==> src/rtl/imm_gen_pipe.sv <==
// Pipelined RV32I/RV64I immediate generator. The opcode selects the immediate format,
// and the decoded result then passes through STAGES registers with stall and flush.
module imm_gen_pipe #(
  parameter int XLEN   = 32,
  parameter int STAGES = 1
) (
  input  logic            clk,
  input  logic            rst_n,
  input  logic            nop,
  input  logic            stall,
  input  logic            in_valid,
  input  logic [31:0]     inst,
  output logic            out_valid,
  output logic [XLEN-1:0] imm,
  output logic [2:0]      imm_type,
  output logic            illegal
);

  localparam logic [2:0] TYPE_NONE = 3'd0;
  localparam logic [2:0] TYPE_I    = 3'd1;
  localparam logic [2:0] TYPE_S    = 3'd2;
  localparam logic [2:0] TYPE_B    = 3'd3;
  localparam logic [2:0] TYPE_U    = 3'd4;
  localparam logic [2:0] TYPE_J    = 3'd5;

  typedef struct packed {
    logic            vld;
    logic [XLEN-1:0] imm;
    logic [2:0]      typ;
    logic            ill;
  } stage_t;

  stage_t stage_p [STAGES];

  // Every format is first built as a signed 32-bit value, then widened to XLEN
  function automatic logic [XLEN-1:0] sext32(input logic signed [31:0] w);
    return XLEN'(w);
  endfunction

  function automatic stage_t decode(input logic v, input logic [31:0] i);
    stage_t     d;
    logic [5:0] sh;
    d  = '0;
    sh = (XLEN == 64) ? i[25:20] : {1'b0, i[24:20]};
    case (i[6:0])
      7'b0000011, 7'b1100111: begin
        d.typ = TYPE_I;
        d.imm = sext32({{20{i[31]}}, i[31:20]});
      end
      7'b0010011: begin
        // SLLI/SRLI/SRAI carry an unsigned shift amount instead of an immediate
        d.typ = TYPE_I;
        if (i[13:12] == 2'b01) d.imm = XLEN'(sh);
        else                   d.imm = sext32({{20{i[31]}}, i[31:20]});
      end
      7'b0100011: begin
        d.typ = TYPE_S;
        d.imm = sext32({{20{i[31]}}, i[31:25], i[11:7]});
      end
      7'b1100011: begin
        d.typ = TYPE_B;
        d.imm = sext32({{19{i[31]}}, i[31], i[7], i[30:25], i[11:8], 1'b0});
      end
      7'b0110111, 7'b0010111: begin
        d.typ = TYPE_U;
        d.imm = sext32({i[31:12], 12'b0});
      end
      7'b1101111: begin
        d.typ = TYPE_J;
        d.imm = sext32({{11{i[31]}}, i[31], i[19:12], i[20], i[30:21], 1'b0});
      end
      default: begin
        d.typ = TYPE_NONE;
        d.ill = 1'b1;
      end
    endcase
    if (v) d.vld = 1'b1;
    else   d = '0;
    return d;
  endfunction

  // Stage boundary: decode into stage 0, later stages are pure delay
  always_ff @(posedge clk) begin
    if (!rst_n || nop) begin
      for (int s = 0; s < STAGES; s++) stage_p[s] <= '0;
    end else if (!stall) begin
      stage_p[0] <= decode(in_valid, inst);
      for (int s = 1; s < STAGES; s++) stage_p[s] <= stage_p[s-1];
    end
  end

  assign out_valid = stage_p[STAGES-1].vld;
  assign imm       = stage_p[STAGES-1].imm;
  assign imm_type  = stage_p[STAGES-1].typ;
  assign illegal   = stage_p[STAGES-1].ill;

endmodule

==> config.mk <==
export PLATFORM = sky130hd
export DESIGN_NAME = imm_gen_pipe
export DESIGN_NICKNAME = d
export VERILOG_FILES = /design/src/rtl/imm_gen_pipe.sv
export SDC_FILE = /design/constraint.sdc
export NUM_CORES = 1
export LEC_CHECK = 0
export ABC_CLOCK_PERIOD_IN_PS = 2300
export BUFFER_PORTS_ARGS = -buffer_cell sky130_fd_sc_hd__buf_2
export CORE_ASPECT_RATIO = 1.2
export CORE_MARGIN = 10
export CORE_UTILIZATION = 47
export DETAILED_ROUTE_END_ITERATION = 12
export GPL_TIMING_DRIVEN = 0
export HOLD_SLACK_MARGIN = 0.1
export PLACE_DENSITY = 0.88
export SYNTH_ARGS = -nofsm -noshare
export SYNTH_HDL_FRONTEND = slang
export SYNTH_SLANG_ARGS = --single-unit
==> constraint.sdc <==
create_clock -name clk -period 2.3 [get_ports clk]
set_clock_uncertainty 0.1 [all_clocks]
set_input_delay 0.345 -clock clk [delete_from_list [all_inputs] [get_ports clk]]
set_output_delay 0.345 -clock clk [all_outputs]
set_load 0.05 [all_outputs]
==> tab_implementation.tex, run 1 <==
\begin{tabular}{lr}
\hline
Metric & Value \\
\hline
\multicolumn{2}{l}{\textbf{Run status}} \\
Outcome & completed \\
\multicolumn{2}{l}{\textbf{Job}} \\
Number of violations of the max-capacitance limit & 0 \\
\multicolumn{2}{l}{\textbf{Timing}} \\
Fraction of the cycle the final worst path needs & 82.7\% \\
Relative slew slack & 39.2\% \\
Number of slew-limit violations in the final report & 0 \\
Unrepaired setup endpoints after global routing & no \\
Actual slew at the worst max-slew pin & 0.904 ns \\
Post-layout min period & 1.90 ns \\
Fmax & 0.526 GHz \\
Final Hold Violating Endpoints & 0 \\
Final setup viols & 0 \\
Final TNS setup & 0 ns \\
\multicolumn{2}{l}{\textbf{Synthesis}} \\
Post-Syn Nets & 179 \\
Post-synthesis sequential area ratio & 63.8\% \\
Ys Warns & 0 \\
Prevailing post-synth register cell & edfxtp\_1 \\
Number of standard cells after synthesis & 142 \\
Total of flip-flops plus latches after synthesis & 37 \\
Netlist area before placement & 0.00174 mm² \\
Count of distinct cell types in the synthesized netlist & 27 \\
Average cell area after synthesis & 12.3 µm² \\
FFs w/ async S/R, synth & 0\% \\
Count of flip-flops with a built-in enable after synthesis & 37 \\
\multicolumn{2}{l}{\textbf{Setup path}} \\
Critical path buffers and inverters & 2 \\
Longest individual stage delay on the worst path & 0.65 ns \\
Worst endpoint data arrival time & 1.81 ns \\
Worst EP required & 2.20 ns \\
CP Depth & 6 \\
CP Cell Sequence & buf\_2 > nand4b\_1 > nor2\_1 > o41ai\_4 > buf\_6 > a21oi\_1 \\
CP max-delay cell & o41ai\_4 \\
Critical path fanouts, max & 10 \\
Category of the worst setup path capture point & flop \\
Startpoint kind of the worst setup timing path & primary input \\
Start-to-end type of the worst setup path & primary input to flop \\
Crit path max-delay family & compound AO/OA/AOI/OAI gates \\
\multicolumn{2}{l}{\textbf{Cells and area}} \\
Synth-to-Final Area Change & 28.9\% \\
Top Registers & stage\_p: 37 flops \\
Net count reported at finish & 259 \\
Fill cells & 300 \\
Register bank with the most flops & stage\_p \\
Count of inserted antenna diode cells & 0 \\
Utilization after layout & 62.3\% \\
Non-filler instance count after layout & 262 \\
Share of final-layout standard cells stronger than drive strength 1 & 45.3\% \\
Max reg flops & 37 \\
\multicolumn{2}{l}{\textbf{CTS}} \\
CTS clk-pin slew, worst paths & 0.08 ns \\
Number of clock sinks & 37 \\
Number of buffers created by CTS & 5 \\
Hold buffer count at cts & 0 \\
Cts repair resizes & 0 \\
Deepest level of the CTS H-tree & 2 \\
Setup repair bufs after CTS & 0 \\
Buffer type at the clock tree root & clkbuf\_8 \\
Clock tree from TritonCTS & done \\
Largest buffer count on any clock path & 2 \\
\multicolumn{2}{l}{\textbf{Drt}} \\
Post-route ant nets & 0 \\
DRC violation count after routing & 0 \\
Drt pass-1 iters & 5 \\
Vias per inst & 5.29 \\
DRC violation total after the first TritonRoute iteration & 110 \\
Total number of vias & 1386 \\
Detailed-route wire length & 4290 µm \\
Routed wirelength normalized by instance count & 16.4 µm \\
\multicolumn{2}{l}{\textbf{Power}} \\
Net switching power of the design & 378 µW \\
Sequential power share & 55.0\% \\
Power density over the cells & 623 mW/mm² \\
Internal power summed over all cells & 1.02 mW \\
Total power & 1.40 mW \\
Switching Fraction & 27.0\% \\
Leakage power total & 0.993 nW \\
Power share of the combinational group & 13.9\% \\
Peak supply drop & 0.452 mV \\
Clk pwr share & 31.1\% \\
\multicolumn{2}{l}{\textbf{Global routing}} \\
Wire length of the first global-routing pass & 6420 µm \\
Via count of the first global-routing pass & 1334 \\
Gr usage total & 13.1\% \\
Final global-route overflow total & 0 \\
Antenna violations before repair & 0 \\
Pin count of the biggest net entering global routing & 38 \\
\multicolumn{2}{l}{\textbf{Floorplanning}} \\
Row count & 24 \\
Floorplan die area & 0.00655 mm² \\
Boundary Pins & 74 \\
Die height & 86.7 µm \\
Starting Density & 48.3\% \\
Width of the die & 75.6 µm \\
Area of the core region & 0.00360 mm² \\
\multicolumn{2}{l}{\textbf{Place}} \\
Post-detailed-placement half-perimeter wirelength & 3390 µm \\
GPL Wtd Cong & 0.821 \\
Input/output buffers & 73 \\
Total instance count after detailed placement & 254 \\
\multicolumn{2}{l}{\textbf{Hold path}} \\
Worst Hold Depth & 2 \\
Path class of the lowest-slack min-delay path & primary input to flop \\
\hline
\end{tabular}
final cells by class:
class / count / area (µm²) / share of cell area [%]
multi-input cells: 95 / 568 / 25.3
clock inverters: 3 / 17.5 / 0.781
well taps: 39 / 48.8 / 2.18
flip-flops and latches: 37 / 1110 / 49.5
plain buffers: 7 / 52.6 / 2.34
clock buffers: 5 / 68.8 / 3.07
repair buffers: 73 / 365 / 16.3
inverters: 3 / 11.3 / 0.502
placed cells by master (no fill, tap or decap), drive strengths merged, types with 2 or more instances in the layout:
master and instances:
a21oi 25, clkinv 2, nor3 3, o21ai 16, buf 79, o31ai 2, nor2 7, clkbuf 6
edfxtp 37, nand3b 3, and2 8, inv 3, nand2 19
metrics by stage:
| stage | worst slack [ns] | area, µm² | hold WS [ns] |
|---|---|---|---|
| detailed placement | 0.0833 | 2150 | 0.548 |
| floorplan | 0.410 | 1740 | 0.443 |
| global route | 0.238 | 2240 | 0.245 |
| CTS | 0.411 | 2240 | 0.244 |
| finish | 0.397 | 2240 | 0.252 |
| global placement | 0.112 | 2150 | 0.544 |
logic make-up after synthesis:
kind of cell    Yosys count  share of synthesized area (%)
flops                    37                           63.8
simple gates             46                           13.5
buf+inv                  10                           3.67
compound gates           49                           19.0
cells in the mapped netlist (2+ instances only):
cell type   n  share of area, %
edfxtp_1   37                64
inv_1       3              0.65
o31ai_1     2              0.86
and2_1      8               2.9
nor3_1      2              0.58
nor2_1      7               1.5
o21ai_0    16               4.6
a21oi_2    10               5.0
buf_2       3              0.86
buf_6       3               1.9
a21oi_1    15               4.3
nand2_1    19               4.1
nand3b_1    3               1.3
power by group through the flow:
stage               combinational, mW  clock, mW  sequential [mW]
finish                          0.195      0.435            0.769
global route                    0.205      0.461            0.772
CTS                             0.195      0.439            0.770
detailed placement              0.195          0            0.785
global placement                0.193          0            0.784
floorplan                      0.0262          0            0.884
path summary, 6_finish.rpt:
kind | startpoint | endpoint | slack [ns]
worst max-delay path | inst[0] | stage_p[0][23] | 0.40
worst min-delay path | inst[27] | stage_p[0][11] | 0.25
layer usage:
layer	up-vias	global-route usage [%]	share of wire (%)
met4	0	7.45	2.6
met3	10	4.00	7.0
met5	-	0	0
met2	60	22.9	51
met1	628	13.2	39
li1	688	-	-
No activity file was read; power rests on OpenSTA's default activity.
==> run 2, diff against run 1 <==
==> config.mk (replaced) <==
export PLATFORM = sky130hd
export DESIGN_NAME = imm_gen_pipe
export DESIGN_NICKNAME = d
export VERILOG_FILES = /design/src/rtl/imm_gen_pipe.sv
export SDC_FILE = /design/constraint.sdc
export NUM_CORES = 1
export LEC_CHECK = 0
export ABC_CLOCK_PERIOD_IN_PS = 1500
export BUFFER_PORTS_ARGS = -buffer_cell sky130_fd_sc_hd__buf_2
export CORE_ASPECT_RATIO = 1.2
export CORE_MARGIN = 10
export CORE_UTILIZATION = 42
export DETAILED_ROUTE_END_ITERATION = 12
export GPL_TIMING_DRIVEN = 0
export HOLD_SLACK_MARGIN = 0.1
export PLACE_DENSITY = 0.84
export SYNTH_ARGS = -nofsm -noshare
export SYNTH_HDL_FRONTEND = slang
export SYNTH_SLANG_ARGS = --single-unit
==> constraint.sdc (replaced) <==
create_clock -name clk -period 1.5 [get_ports clk]
set_clock_uncertainty 0.1 [all_clocks]
set_input_delay 0.225 -clock clk [delete_from_list [all_inputs] [get_ports clk]]
set_output_delay 0.225 -clock clk [all_outputs]
set_load 0.05 [all_outputs]
==> run 2 against run 1 <==
  * Routed wire length up 11%
  * Critical path depth grew 1
  * Worst setup slack got worse by 0.44 ns
  * Via count up 5.9%
  * Design area increased by 11%
  * Critical path type unchanged
  * Combinational power up 68%
  * The run now ends with setup timing left
==> tab_implementation.tex, run 2 (synthesized netlist as in run 1, its figures left out) <==
\begin{tabular}{lr}
\hline
Metric & Value \\
\hline
\multicolumn{2}{l}{\textbf{CTS}} \\
CTS clk-pin slew, worst paths & 0.07 ns (was 0.08 ns) \\
Number of buffers created by CTS & 5 (unchanged) \\
Clock tree from TritonCTS & done (unchanged) \\
Number of clock sinks & 37 (unchanged) \\
Buffer type at the clock tree root & clkbuf\_8 (unchanged) \\
Largest buffer count on any clock path & 2 (unchanged) \\
Hold buffer count at cts & 0 (unchanged) \\
Deepest level of the CTS H-tree & 2 (unchanged) \\
\multicolumn{2}{l}{\textbf{Place}} \\
GPL Wtd Cong & 0.805 (was 0.821) \\
Post-detailed-placement half-perimeter wirelength & 3350 µm (was 3390 µm) \\
Input/output buffers & 73 (unchanged) \\
\multicolumn{2}{l}{\textbf{Floorplanning}} \\
Area of the core region & 0.00397 mm² (was 0.00360 mm²) \\
Die height & 90.5 µm (was 86.7 µm) \\
Width of the die & 78.8 µm (was 75.6 µm) \\
Starting Density & 43.8\% (was 48.3\%) \\
Boundary Pins & 74 (unchanged) \\
Row count & 25 (was 24) \\
Floorplan die area & 0.00713 mm² (was 0.00655 mm²) \\
\multicolumn{2}{l}{\textbf{Setup path}} \\
Worst endpoint data arrival time & 1.46 ns (was 1.81 ns) \\
Start-to-end type of the worst setup path & primary input to flop (unchanged) \\
Startpoint kind of the worst setup timing path & primary input (unchanged) \\
Category of the worst setup path capture point & flop (unchanged) \\
Critical path fanouts, max & 5 (was 10) \\
Worst EP required & 1.42 ns (was 2.20 ns) \\
\multicolumn{2}{l}{\textbf{Cells and area}} \\
Count of inserted antenna diode cells & 0 (unchanged) \\
Most common library cell in the layout ignoring fill and taps & buf\_2 (unchanged) \\
Synth-to-Final Area Change & 43.7\% (was 28.9\%) \\
Commonest cells after routing, fill and taps aside & buf\_2, edfxtp\_1, nand2\_1, a21oi\_2, o21ai\_0 (was buf\_2, edfxtp\_1, nand2\_1) \\
Share of final-layout standard cells stronger than drive strength 1 & 54.5\% (was 45.3\%) \\
Top Registers & stage\_p: 37 flops (unchanged) \\
Register bank with the most flops & stage\_p (unchanged) \\
Max reg flops & 37 (unchanged) \\
Net count reported at finish & 271 (was 259) \\
\multicolumn{2}{l}{\textbf{Drt}} \\
Vias per inst & 5.08 (was 5.29) \\
Routed wirelength normalized by instance count & 16.5 µm (was 16.4 µm) \\
DRC violation count after routing & 0 (unchanged) \\
Post-route ant nets & 0 (unchanged) \\
Detailed-route wire length & 4780 µm (was 4290 µm) \\
Total number of vias & 1468 (was 1386) \\
Drt pass-1 iters & 4 (was 5) \\
DRC violation total after the first TritonRoute iteration & 77 (was 110) \\
\multicolumn{2}{l}{\textbf{Global routing}} \\
Gr usage total & 13.4\% (was 13.1\%) \\
Antenna violations before repair & 0 (unchanged) \\
Pin count of the biggest net entering global routing & 38 (unchanged) \\
Final global-route overflow total & 0 (unchanged) \\
Via count of the first global-routing pass & 1570 (was 1334) \\
Wire length of the first global-routing pass & 7730 µm (was 6420 µm) \\
\multicolumn{2}{l}{\textbf{Timing}} \\
Hold Worst Slack & 0.141 ns (was 0.252 ns) \\
Final Hold Violating Endpoints & 0 (unchanged) \\
Relative slew slack & 44.2\% (was 39.2\%) \\
Post-layout min period & 1.54 ns \\
Final setup slack of the worst path & -0.0403 ns (was 0.397 ns) \\
Fmax & 0.649 GHz \\
Final TNS setup & -0.495 ns (was 0 ns) \\
Final setup viols & 24 (was 0) \\
Fraction of the cycle the final worst path needs & 103\% \\
Number of slew-limit violations in the final report & 0 (unchanged) \\
Unrepaired setup endpoints after global routing & yes (was no) \\
Actual slew at the worst max-slew pin & 0.834 ns (was 0.904 ns) \\
\multicolumn{2}{l}{\textbf{Run status}} \\
Outcome & complete, but fails checks (was completed) \\
Failing checks & setup timing \\
\multicolumn{2}{l}{\textbf{Hold path}} \\
Path class of the lowest-slack min-delay path & primary input to flop (unchanged) \\
Hold endpoint & stage\_p[0][9] (was stage\_p[0][11]) \\
Min-delay src & inst[25] (was inst[27]) \\
Worst Hold Depth & 2 (unchanged) \\
\multicolumn{2}{l}{\textbf{Job}} \\
Number of violations of the max-capacitance limit & 0 (unchanged) \\
\multicolumn{2}{l}{\textbf{Power}} \\
Total power & 2.16 mW (was 1.40 mW) \\
Power density over the cells & 863 mW/mm² (was 623 mW/mm²) \\
Leakage power total & 1.09 nW (was 0.993 nW) \\
Peak supply drop & 0.446 mV (was 0.452 mV) \\
\hline
\end{tabular}
run 2: area by class of cell:
cell class / instances / area [µm²]
Fill cell: 343 / 1470
Inverter: 3 / 11.3
Timing Repair Buffer: 86 / 498
Tap cell: 54 / 67.6
Sequential cell: 37 / 1110
Clock buffer: 5 / 68.8
Clock inverter: 3 / 12.5
Multi-Input combinational cell: 95 / 669
Buffer: 6 / 62.6
run 2: critical path: stages:
cell and delay, ns:
buf_6 0.09, nor4bb_4 0.16, and3_4 0.21, o41ai_4 0.41
buf_6 0.19, buf_6 0.13, a21oi_1 0.04
run 2: metal layers:
layer,vias up,routed length (µm),part of all wire (%),track usage [%]
met3,7,448,9.4,3.39
met2,68,2510,53,24.5
li1,711,-,-,-
met1,682,1720,36,14.2
met4,0,94,2.0,4.94
met5,-,0,0,0
run 2: per-stage QoR:
stage	setup WS, ns	std cells	area, µm²	utilization [%]
2_1_floorplan	-0.188	142	1770	-
3_3_place_gp	-0.597	269	2200	55.5
3_5_place_dp	-0.720	269	2200	55.5
4_1_cts	-0.0357	289	2470	62.2
5_1_grt	-0.0635	289	2500	63.0
6_report	-0.0403	289	2500	63.0
run 2: worst max path at each step:
stage                        from        endpoint  cells after the start
final                     inst[0]  stage_p[0][23]                      7
after global routing      inst[5]  stage_p[0][23]                      8
after CTS                 inst[0]  stage_p[0][23]                      8
after detailed placement  inst[0]  stage_p[0][16]                      5
after global placement    inst[4]  stage_p[0][35]                      5
after floorplan           inst[0]   stage_p[0][5]                      5
run 2: report_power, final:
group / leakage, nW / switching [mW] / internal, mW
clock network: 0.0430 / 0.339 / 0.313
logic: 0.617 / 0.236 / 0.0909
registers: 0.429 / 0.00889 / 1.17
run 2: repair_timing:
action / CTS / global route
pin swaps: 3 / 9
resized for setup: 23 / 10
cloned: 1 / 0
setup buffers: 11 / 1
setup endpoints to repair: 35 / 34
